$ cat src/rtl/mem_pkg.sv
// Shared types and default widths for the memory arbiter slice.
package mem_pkg;

    // Which requester owns the transaction currently in flight.
    typedef enum logic {
        OWN_IFU = 1'b0,
        OWN_LSU = 1'b1
    } owner_t;

    // Sequencer states: accept, optional wait, one-cycle memory access, response hold.
    typedef enum logic [1:0] {
        IDLE   = 2'd0,
        WAIT   = 2'd1,
        ACCESS = 2'd2,
        RESP   = 2'd3
    } state_t;

    localparam int ADDR_W_DEF = 64;
    localparam int DATA_W_DEF = 64;

endpackage

$ cat src/rtl/mem_arbiter_rr_arb2.sv
// Two-way round-robin grant. Bit 0 is the IFU, bit 1 is the LSU.
// A lone requester always wins; on a tie the port that did not win last is chosen.
module rr_arb2
    import mem_pkg::*;
(
    input  logic       clock,
    input  logic       reset,
    input  logic [1:0] req,
    input  logic       accept,
    output logic [1:0] grant
);

    owner_t last_grant_reg;

    // Combinational grant from the current requests and the previous winner
    always_comb begin
        grant = 2'b00;
        case (req)
            2'b01:   grant = 2'b01;
            2'b10:   grant = 2'b10;
            2'b11:   grant = (last_grant_reg == OWN_LSU) ? 2'b01 : 2'b10;
            default: grant = 2'b00;
        endcase
    end

    // Remember the winner only when its request is actually taken
    always_ff @(posedge clock) begin
        if (reset) begin
            last_grant_reg <= OWN_LSU;
        end else if (accept) begin
            last_grant_reg <= grant[1] ? OWN_LSU : OWN_IFU;
        end
    end

endmodule

$ cat src/rtl/mem_arbiter.sv
// Arbiter and sequencer sharing a combinational-read memory between the IFU
// (read-only) and the LSU (read/write). One transaction in flight at a time;
// each memory strobe is high for exactly one cycle so a side-effecting model
// behind the memory port sees every access once.
module mem_arbiter
    import mem_pkg::*;
#(
    parameter int LATENCY = 0,
    parameter int ADDR_W  = ADDR_W_DEF,
    parameter int DATA_W  = DATA_W_DEF
) (
    input  logic                clock,
    input  logic                reset,
    input  logic                ifu_req_valid,
    output logic                ifu_req_ready,
    input  logic [ADDR_W-1:0]   ifu_req_addr,
    output logic                ifu_resp_valid,
    input  logic                ifu_resp_ready,
    output logic [DATA_W-1:0]   ifu_resp_data,
    input  logic                lsu_req_valid,
    output logic                lsu_req_ready,
    input  logic [ADDR_W-1:0]   lsu_req_addr,
    input  logic                lsu_req_wen,
    input  logic [DATA_W/8-1:0] lsu_req_wmask,
    input  logic [DATA_W-1:0]   lsu_req_wdata,
    output logic                lsu_resp_valid,
    input  logic                lsu_resp_ready,
    output logic [DATA_W-1:0]   lsu_resp_data,
    output logic                mem_ren,
    output logic [ADDR_W-1:0]   mem_addr,
    input  logic [DATA_W-1:0]   mem_rdata,
    output logic                mem_wen,
    output logic [DATA_W/8-1:0] mem_wmask,
    output logic [DATA_W-1:0]   mem_wdata
);

    localparam int MASK_W = DATA_W / 8;
    // Counter never narrower than one bit, even when no wait cycles are used.
    localparam int CNT_W  = (LATENCY > 0) ? $clog2(LATENCY + 1) : 1;
    localparam logic [CNT_W-1:0] CNT_INIT = (LATENCY > 0) ? CNT_W'(LATENCY - 1) : '0;

    state_t              state_reg;
    owner_t              owner_reg;
    logic [CNT_W-1:0]    cnt_reg;
    logic [ADDR_W-1:0]   addr_reg;
    logic                wen_reg;
    logic [MASK_W-1:0]   wmask_reg;
    logic [DATA_W-1:0]   wdata_reg;
    logic [DATA_W-1:0]   data_reg;

    logic [1:0]          req;
    logic [1:0]          grant;
    logic                accept;
    logic                owner_resp_ready;
    logic                in_access;
    logic                in_resp;

    // Requests are only visible to the arbiter while idle, so ready is low elsewhere.
    assign req           = (state_reg == IDLE) ? {lsu_req_valid, ifu_req_valid} : 2'b00;
    assign ifu_req_ready = grant[0];
    assign lsu_req_ready = grant[1];
    assign accept        = |(req & grant);

    assign owner_resp_ready = (owner_reg == OWN_LSU) ? lsu_resp_ready : ifu_resp_ready;
    assign in_access        = (state_reg == ACCESS);
    assign in_resp          = (state_reg == RESP);

    rr_arb2 u_arb (
        .clock  (clock),
        .reset  (reset),
        .req    (req),
        .accept (accept),
        .grant  (grant)
    );

    // Sequencer: latch the winning request, wait, access once, hold the response
    always_ff @(posedge clock) begin
        if (reset) begin
            state_reg <= IDLE;
            owner_reg <= OWN_IFU;
            cnt_reg   <= '0;
            addr_reg  <= '0;
            wen_reg   <= 1'b0;
            wmask_reg <= '0;
            wdata_reg <= '0;
            data_reg  <= '0;
        end else begin
            case (state_reg)
                IDLE: begin
                    if (accept) begin
                        owner_reg <= grant[1] ? OWN_LSU : OWN_IFU;
                        addr_reg  <= grant[1] ? lsu_req_addr : ifu_req_addr;
                        wen_reg   <= grant[1] & lsu_req_wen;
                        wmask_reg <= grant[1] ? lsu_req_wmask : '0;
                        wdata_reg <= grant[1] ? lsu_req_wdata : '0;
                        cnt_reg   <= CNT_INIT;
                        state_reg <= (LATENCY > 0) ? WAIT : ACCESS;
                    end
                end
                WAIT: begin
                    if (cnt_reg == '0) begin
                        state_reg <= ACCESS;
                    end else begin
                        cnt_reg <= cnt_reg - CNT_W'(1);
                    end
                end
                ACCESS: begin
                    // Write acks carry zero data; reads capture the combinational memory output.
                    data_reg  <= wen_reg ? '0 : mem_rdata;
                    state_reg <= RESP;
                end
                RESP: begin
                    if (owner_resp_ready) begin
                        state_reg <= IDLE;
                    end
                end
                default: state_reg <= IDLE;
            endcase
        end
    end

    // Memory port is driven only during the single access cycle, quiet otherwise
    always_comb begin
        mem_ren   = 1'b0;
        mem_wen   = 1'b0;
        mem_addr  = '0;
        mem_wmask = '0;
        mem_wdata = '0;
        if (in_access) begin
            mem_addr = addr_reg;
            mem_ren  = ~wen_reg;
            mem_wen  = wen_reg;
            if (wen_reg) begin
                mem_wmask = wmask_reg;
                mem_wdata = wdata_reg;
            end
        end
    end

    // Response goes only to the transaction owner; the other port sees zeros
    always_comb begin
        ifu_resp_valid = in_resp && (owner_reg == OWN_IFU);
        lsu_resp_valid = in_resp && (owner_reg == OWN_LSU);
        ifu_resp_data  = ifu_resp_valid ? data_reg : '0;
        lsu_resp_data  = lsu_resp_valid ? data_reg : '0;
    end

endmodule

$ cat config.mk
export PLATFORM = sky130hd
export DESIGN_NAME = mem_arbiter
export DESIGN_NICKNAME = d
export VERILOG_FILES = /design/src/rtl/mem_pkg.sv /design/src/rtl/mem_arbiter_rr_arb2.sv /design/src/rtl/mem_arbiter.sv
export SDC_FILE = /design/constraint.sdc
export NUM_CORES = 1
export LEC_CHECK = 0
export CORE_AREA = 2 2 211 213
export DETAILED_ROUTE_END_ITERATION = 8
export DIE_AREA = 0 0 213 215
export GPL_ROUTABILITY_DRIVEN = 0
export GPL_TIMING_DRIVEN = 0
export PLACE_DENSITY = 0.63
export SYNTH_ARGS = -nofsm -noshare
export SYNTH_HDL_FRONTEND = slang
export SYNTH_SLANG_ARGS = --single-unit
$ cat constraint.sdc
create_clock -name clock -period 1.3 [get_ports clock]
set_input_delay 0.13 -clock clock [delete_from_list [all_inputs] [get_ports clock]]
set_output_delay 0.13 -clock clock [all_outputs]
set_load 0.05 [all_outputs]
---- Word level (Yosys, flattened, before mapping) ----
Cells that the tools add are included.
word-level totals
  register bits ........................... 206
  input bits .............................. 271
  output and inout port bits .............. 270
  word-level logic and storage cells ...... 56
cells by class
  add/subtract/negate cells ............... 1
  eq/ne operators ......................... 9
  mux-type cells .......................... 25
  bitwise operators ....................... 4
  reduce and logical (&&, ||, !) cells .... 8
operators by type and width
  kind                                                             number
  64-bit two-way mux                                               8
  8-bit two-way mux                                                3
  2-bit two-way mux                                                5
  2-bit == test, second input constant                             4
  2-bit case mux with 4 select lines                               1
  1-bit two-way mux                                                6
  2-bit != test, second input constant                             3
  2-bit case mux with 3 select lines                               1
  2-bit by 1-bit == test with 1-bit output, second input constant  2
  2-bit AND reduction                                              2
  3-bit AND reduction                                              1
  2-bit AND                                                        1
  1-bit logical AND                                                2
  2-bit logical NOT                                                1
  1-bit inverter                                                   2
  1-bit case mux with 2 select lines                               1
  2-bit nonzero test                                               1
  2-bit OR reduction                                               1
  1-bit AND                                                        1
  1-bit subtractor, second input constant                          1

---- Depth between registers and ports, before layout ----
Gate-level depths: netlist of run 1.
  depth in word-level cells ............... 8
  mapped depth ............................ 6
  mapped depth without buffers ............ 3

---- Hierarchy ----
From an unflattened synthesis of run 1, not the netlist that was laid out.
unflattened totals
  cell total of the unflattened synthesis .. 1248
  area, all modules ....................... 10316.1 sq um
by module, submodules not included
  module       instances  cells an instance  area each (sq um)  sequential area each (sq um)
  mem_arbiter  1          1242               10262.3            4083.9
  rr_arb2      1          6                  53.8               20.0

---- Least setup slack after synthesis of run 1 ----
OpenSTA, ideal clock, no wires.
  path kind ............................... register -> output
  from .................................... register state_reg[0]
  to ...................................... output lsu_resp_data[54]
  arrival time ............................ 1.694 ns
  required time ........................... 1.170 ns
  setup slack ............................. -0.524 ns
  cell stages (with the launch flop) ...... 4
  buffers on the path ..................... 1
  cell sequence ........................... dfxtp_1 -> and3_1 -> clkbuf_1 -> and2_1
between the ends
  cells in the longest elaborated chain, start to end .. 3
RTL lines
  item                    RTL line            source
  from (decl)             mem_arbiter.sv:42   state_t state_reg;
  from (signal assigned)  mem_arbiter.sv:97   state_reg <= (LATENCY > 0) ? WAIT : ACCESS;
  2-bit == test           mem_arbiter.sv:66   assign in_resp = (state_reg == RESP);
  1-bit logical AND       mem_arbiter.sv:143  lsu_resp_valid = in_resp && (owner_reg == OWN_LSU);
  net lsu_resp_valid      mem_arbiter.sv:26   output logic lsu_resp_valid,
  64-bit two-way mux      mem_arbiter.sv:145  lsu_resp_data = lsu_resp_valid ? data_reg : '0;
  to (decl)               mem_arbiter.sv:28   output logic [DATA_W-1:0] lsu_resp_data,
The timed path passes the listed nets, and every way through them passes these cells.

---- Worst setup path after layout of run 1 ----
  from .................................... register state_reg[1]
  to ...................................... output mem_wdata[7]
between the ends
  cells in the longest elaborated chain, start to end .. 2
RTL lines
  item                RTL line            source
  2-bit == test       mem_arbiter.sv:65   assign in_access = (state_reg == ACCESS);
  64-bit two-way mux  mem_arbiter.sv:129  if (in_access) begin
  to (decl)           mem_arbiter.sv:34   output logic [DATA_W-1:0] mem_wdata
No other way between the ends.

==> results of run 1 <==
## timing repair
action                                  in CTS  in global routing
gates cloned                                 1                 22
buffers inserted                             5                 13
endpoints found under the setup margin     474                474
gates resized for setup                   1741                619
pin swaps                                    4                 39
## logic make-up after synthesis
kind of cell | synth area share (%)
AO/OA/AOI/OAI | 22.2
buffers and inverters | 6.71
flip-flops | 40.0
multiplexers | 0.0975
AND/OR/NAND/NOR | 31.0
## worst min-delay path, stage by stage
cell and delay [ns]:
clkdlybuf4s50_1 0.39, nand3_1 0.06, a21oi_1 0.05
## layout make-up
type | instances | area share (%)
Tap cell | 592 | 3.58
Sequential cell | 205 | 19.9
Multi-Input combinational cell | 958 | 31.2
Clock inverter | 6 | 0.163
Clock buffer | 36 | 3.46
Antenna cell | 4 | 0.0483
Timing Repair Buffer | 577 | 34.8
Buffer | 162 | 6.80
Inverter | 2 | 0.0544
## cell usage after synthesis
| cell type | number |
|---|---|
| nor3b_2 | 1 |
| mux2i_1 | 1 |
| buf_4 | 6 |
| nor2_1 | 5 |
| and3_1 | 73 |
| a211o_1 | 1 |
| dfxtp_1 | 205 |
| or2_2 | 1 |
| buf_2 | 31 |
| nor2b_1 | 2 |
| o21ai_0 | 137 |
| or3b_1 | 1 |
| inv_1 | 2 |
| nand3_1 | 137 |
| clkbuf_2 | 4 |
| nand3b_1 | 64 |
| and2_1 | 194 |
| clkbuf_1 | 116 |
| buf_1 | 4 |
| a311oi_1 | 64 |
| a21oi_1 | 203 |
| nor2_4 | 1 |
| o21ai_1 | 1 |
| nand2b_1 | 1 |
| nand2_1 | 68 |
| a221oi_1 | 1 |
| or2_1 | 1 |
| nor3b_1 | 1 |
| buf_6 | 1 |
## placed cells by master (no fill, tap or decap), types with 8 or more instances in the layout
| master | count |
|---|---|
| a311oi_2 | 12 |
| and2_4 | 188 |
| clkdlybuf4s50_1 | 269 |
| dfxtp_1 | 201 |
| and3_4 | 65 |
| a311oi_1 | 52 |
| buf_2 | 11 |
| a21oi_2 | 9 |
| buf_12 | 26 |
| clkbuf_8 | 9 |
| a21oi_1 | 193 |
| o21ai_0 | 87 |
| nand2_1 | 67 |
| clkbuf_1 | 63 |
| buf_4 | 17 |
| buf_6 | 92 |
| nand3b_1 | 64 |
| o21ai_1 | 49 |
| nand3_1 | 136 |
| clkbuf_16 | 50 |
| buf_8 | 208 |
| clkbuf_4 | 11 |
| and3_2 | 8 |
| clkbuf_2 | 18 |
## power breakdown
part / internal, mW / switching, mW / total, mW / leakage [nW]
Combinational: 2.50 / 2.58 / 5.07 / 5.90
Sequential: 6.72 / 0.303 / 7.03 / 1.68
Clock: 3.79 / 2.83 / 6.62 / 0.375
Total: 13.0 / 5.71 / 18.7 / 7.95
## stage by stage
stage               cells  util (%)  instance area, µm²  setup WS, ns  hold slack (ns)
finish               2542      47.5               20700        -0.790            0.160
global route         2541      47.4               20700        -0.865            0.153
CTS                  2506      41.9               18300        -0.842            0.134
detailed placement   2458      40.0               17400         -1.83            0.461
global placement     2458      40.0               17400         -1.83            0.455
floorplan            1327         -               11300       -0.0936            0.278
## worst max path at each step
| stage | start | endpoint | slack [ns] | depth (start not counted) |
|---|---|---|---|---|
| 2_1_floorplan | state_reg[1] | mem_wmask[2] | -0.09 | 5 |
| 3_3_place_gp | wen_reg | mem_wmask[4] | -1.83 | 4 |
| 3_5_place_dp | wen_reg | mem_wmask[4] | -1.83 | 4 |
| 4_1_cts | state_reg[1] | mem_wmask[1] | -0.84 | 6 |
| 5_1_grt | state_reg[1] | mem_wdata[7] | -0.87 | 7 |
| 6_report | state_reg[1] | mem_wdata[7] | -0.79 | 7 |
## layer usage
| layer | GRT usage [%] | up-vias |
|---|---|---|
| met2 | 37.5 | 561 |
| met5 | 0 | - |
| met3 | 4.37 | 83 |
| met4 | 6.25 | 6 |
| met1 | 24.5 | 6183 |
| li1 | - | 5917 |
==> impl_results.md, run 1 <==
* Yosys warns at 0
* Die area at 45,800 µm²
* M1 WL at 21.2 mm
* Delay-heaviest family, CP: buffers and inverters
* Critical-path cell list: buf_8 -> nor2b_4 -> buf_6 -> clkbuf_16 -> clkbuf_16 -> and3_2 -> buf_6
* Slowest CP cell: dfxtp_2
* Nets at 2,201
* Vias in the first global route at 12.2k
* Max FO, Critical Path at 5
* Static Leak at 7.95 nW
* Layout cells sized above 1 at 38.7%
* Core area at 43,600 µm²
* Worst Max-Slew Pin Slew at 0.907 ns
* Detail Placement HPWL at 39.4 mm
* Top cells by area, synth: dfxtp_1 (40%), and2_1 (12%), a21oi_1 (9.9%)
* FF+latch count, synth at 205
* Tot Pwr at 18.7 mW
* Die X at 213 µm
* Synth unique cells at 29
* Worst Hold End: wdata_reg[3]
* Synth Cell Area at 10,300 µm²
* Final Max Tran Viols at 0
* RSZ-0062 raised after global routing: yes
* Gr usage total at 20.8%
* Clock root buffer master: clkbuf_16
* Largest net degree at the start of global routing at 13
* Clk_lat worst skew at 0.54 ns
* Clk sinks at 205
* Fmax at 478 MHz
* Die H at 215 µm
* Area occupied by multi-input gates at 6460 µm²
* DRT Wirelength at 53.7 mm
* Critical path launch point type: flip-flop
* Reg area at 4110 µm²
* Cts hold-fix bufs at 0
* Max-cap violations at 0
* Status: complete, but fails checks
* Drc violations at 0
* Synth Instances at 1,327
* Vias/cell at 5.02
* Site row count at 77
* R2R Path End: addr_reg[30]
* Tcrit/Tclk final at 161%
* Worst min-delay path category: input port to flip-flop
* Maximum VDD drop at 0.826 mV
* Drt wl/cell at 21.1 µm
* Crit Path Class: flip-flop to output port
* Synth area leader: dfxtp_1
* Hold path start: lsu_req_wdata[3]
* Remaining global-route overflow at 0
* Arrival time of the worst setup path at 1.96 ns
* Failing checks: setup timing
* # port buffers at 539
* Worst r2r src: state_reg[0]
* Share of the synthesized area in the top cell type at 40.0%
* Drt first pass iters at 5
* PnR worst setup slack at -0.790 ns
* # fillers at 4,088
* Metal3 WL at 3.95 mm
* WP buf/inv at 5
* Worst hold path cell count at 3
* Mapped Avg Cell Area at 7.74 µm²
* DR WL met2 at 27.0 mm
* First-pass GRT wire length at 73.9 mm
* Area Overhead vs Synth at 102%
* Setup_tns at -255.36 ns
* Min Tclk post-route at 2.09 ns
* Clk slew on worst S/H paths at 0.06 ns
* Setup violations, final at 474
* Initial antenna violation count at 10
* CTS Buffer Depth at 3
* Sequential-to-total area share from yosys stat at 40.0%
* Routed Antenna Nets at 0
* H-tree depth at 1
* Layout Skew at 0.0194 ns
* CTS tree: yes
* CP peak stage delay at 0.34 ns
* Syn nets at 1,598
* R2r setup slk at -0.49 ns
* Via Count at 12.8k
* Slew margin rel. at 39.6%
* Num CTS Buffers at 24
* Crit. End Element: output port
* Cell area power density at 904 nW/µm²
* R2r worst-path depth at 7
* Number of DRC markers in iteration 0 at 700
* Count of final hold-check violations at 0
* Ports at 541
* CP required at 1.17 ns
* Starting density of the core at 23.5%
* Highest metal used: met5
No activity file was read; power rests on OpenSTA's default activity.
==> run 2: changes to the inputs <==
--- a/config.mk
+++ b/config.mk
@@ -8,7 +8,6 @@
 export CORE_AREA = 2 2 211 213
 export DETAILED_ROUTE_END_ITERATION = 8
 export DIE_AREA = 0 0 213 215
-export GPL_ROUTABILITY_DRIVEN = 0
 export GPL_TIMING_DRIVEN = 0
 export PLACE_DENSITY = 0.63
 export SYNTH_ARGS = -nofsm -noshare
==> run 2 against run 1 <==
The flow still finishes with violations (setup timing). Hold slack worse by 0.0081 ns. Worst setup slack worse by 0.013 ns. Critical path depth down 1. First-iteration DRC count fell by 1.9%. Register-to-register slack lost 0.20 ns. Power increased by 1.1%. Clock-buffer cell count shrank 2. Sequential share of layout area is 1.3 points higher. Die area did not move. Critical endpoint is now lsu_resp_data[12]. Largest cell class unchanged. Largest power group is now the clock network. Highest routed layer unchanged.
==> impl_results.md, run 2 (synthesis gave the netlist of run 1 again) <==
* Largest net degree at the start of global routing at 13
* Starting density of the core at 23.5%
* Clk slew on worst S/H paths at 0.06 ns
* NetSw at 5.51 mW
* PnR worst setup slack at -0.803 ns
* Clock power frac at 39.0%
* Remaining global-route overflow at 0
* Max FO, Critical Path at 10
* Setup WS pre-CTS at -1.83 ns
* Slew margin rel. at 41.0%
* Setup violations, final at 474
* CTS tree: yes
* Status: complete, but fails checks
* # port buffers at 539
* P_int at 13.4 mW
* CP required at 1.17 ns
* DRT Wirelength at 51.1 mm
* Maximum VDD drop at 0.892 mV
* R2r worst-path depth at 7
* Worst r2r src: state_reg[1]
* Gr usage total at 21.1%
* Crit Path Class: flip-flop to output port
* Area Overhead vs Synth at 89.1%
* Tcrit/Tclk final at 162%
* Core area at 43,600 µm²
* Count of final hold-check violations at 0
* R2R Path End: addr_reg[5]
* Most frequent cells in the layout: clkdlybuf4s50_1 (269), a21oi_1 (202), dfxtp_1 (202)
* Worst Hold End: wdata_reg[62]
* Clk sinks at 205
* Clk_lat worst skew at 0.53 ns
* Final Max Tran Viols at 0
* Site row count at 77
* CTS Buffer Depth at 3
* Drc violations at 0
* Failing checks: setup timing
* Die X at 213 µm
* Hold slack at 0.152 ns
* Vias in the first global route at 12.2k
* RD Place Congestion at 0.888
* Max-cap violations at 0
* Hold path start: lsu_req_wdata[62]
* Initial antenna violation count at 3
* Sw frac at 29.1%
* Ports at 541
* Post-Place Cells at 2,458
* H-tree depth at 1
* Critical path launch point type: flip-flop
* Arrival time of the worst setup path at 1.97 ns
* Cts hold-fix bufs at 0
* RSZ-0062 raised after global routing: yes
* Cell area power density at 975 nW/µm²
* Most common cell after layout, fill and taps aside: clkdlybuf4s50_1
* Drt wl/cell at 20.3 µm
* Layout Skew at 0.0174 ns
* Clock root buffer master: clkbuf_16
* Static Leak at 7.48 nW
* Die area at 45,800 µm²
* Num CTS Buffers at 25
* Min Tclk post-route at 2.10 ns
* Layout cells sized above 1 at 35.5%
* Fmax at 475 MHz
* Number of DRC markers in iteration 0 at 687
* Worst hold path cell count at 3
* Worst setup startpoint: state_reg[1]
* Post-route design area at 19,400 µm²
* Worst Max-Slew Pin Slew at 0.885 ns
* Crit. End Element: output port
* Non-filler cells, final at 2,512
* Via Count at 12.3k
* Vias/cell at 4.88
* Die H at 215 µm
* R2r setup slk at -0.69 ns
* Nets at 2,174
* First-pass GRT wire length at 74.5 mm
* Final Util at 44.5%
* Routed Antenna Nets at 0
* Combinational share of power at 24.0%
* Worst min-delay path category: input port to flip-flop
* Seq pwr share at 37.1%
* Drt first pass iters at 5
* Detail Placement HPWL at 39.9 mm
* Placement Cell Area at 17,400 µm²
run 2: changes by cell type in the layout (fill, tap and decap cells not counted), moves of 8 or more:
cell / before / now
buf_12: 26 / 17
buf_8: 208 / 112
clkbuf_2: 18 / 10
clkbuf_8: 9 / 19
buf_4: 17 / 45
clkbuf_16: 50 / 29
a21oi_1: 193 / 202
a311oi_2: 12 / 0
buf_6: 92 / 129
a21oi_2: 9 / 0
a311oi_1: 52 / 64
clkbuf_1: 63 / 76
run 2: final cells by class:
| type | instances | area, µm² |
|---|---|---|
| inverters | 2 | 11.3 |
| plain buffers | 162 | 1200 |
| fillers | 4269 | 24200 |
| clock inverters | 8 | 144 |
| repair buffers | 549 | 6180 |
| clock buffers | 34 | 709 |
| flip-flops and latches | 205 | 4110 |
| multi-input cells | 958 | 6320 |
| well taps | 592 | 741 |
| diodes | 2 | 5.00 |
run 2: stage by stage:
stage	TNS [ns]	total power, mW
2_1_floorplan	-5.97	9.40
3_3_place_gp	-446.81	11.2
3_5_place_dp	-457.61	11.3
4_1_cts	-320.44	18.9
5_1_grt	-334.01	19.7
6_report	-292.18	18.9
run 2: repair_timing:
action                      CTS  global route
gates resized for setup    1718           368
setup endpoints to repair   474           474
buffers inserted              5             4
cloned                        1             0
pin swaps                     2            25
run 2: critical path, cell delays in order, from the launching register on:
cell,delay [ns]
dfxtp_2,0.34
buf_8,0.13
and3_1,0.23
clkbuf_8,0.20
clkbuf_8,0.18
and2_4,0.15
buf_4,0.19
run 2: metal layers:
layer,routed length [µm],track usage (%),vias to the layer above
li1,-,-,5858
met4,1710,7.34,2
met1,20400,25.2,5821
met2,25400,37.3,502
met3,3640,4.34,84
met5,12,0,-
run 2: worst max path at each step:
stage                              to  slack [ns]
floorplan                mem_wmask[2]       -0.09
finish              lsu_resp_data[12]       -0.80
global route             mem_wmask[3]       -0.88
global placement         mem_wmask[4]       -1.82
CTS                      mem_wmask[6]       -0.86
detailed placement       mem_wmask[4]       -1.83
run 2: power by group through the flow:
stage | registers (mW) | clock network [mW] | logic [mW]
after floorplan | 7.04 | 0 | 2.36
after detailed placement | 7.14 | 0 | 4.15
after global routing | 7.06 | 7.77 | 4.84
after CTS | 7.01 | 7.56 | 4.30
after global placement | 7.12 | 0 | 4.13
final | 7.02 | 7.38 | 4.54
==> run 3: changes to the inputs <==
--- a/config.mk
+++ b/config.mk
@@ -5,6 +5,7 @@
 export SDC_FILE = /design/constraint.sdc
 export NUM_CORES = 1
 export LEC_CHECK = 0
+export CAP_MARGIN = 20
 export CORE_AREA = 2 2 211 213
 export DETAILED_ROUTE_END_ITERATION = 8
 export DIE_AREA = 0 0 213 215
==> results of run 3 <==
Final layout, timing and power as in run 2 (identical DEF).
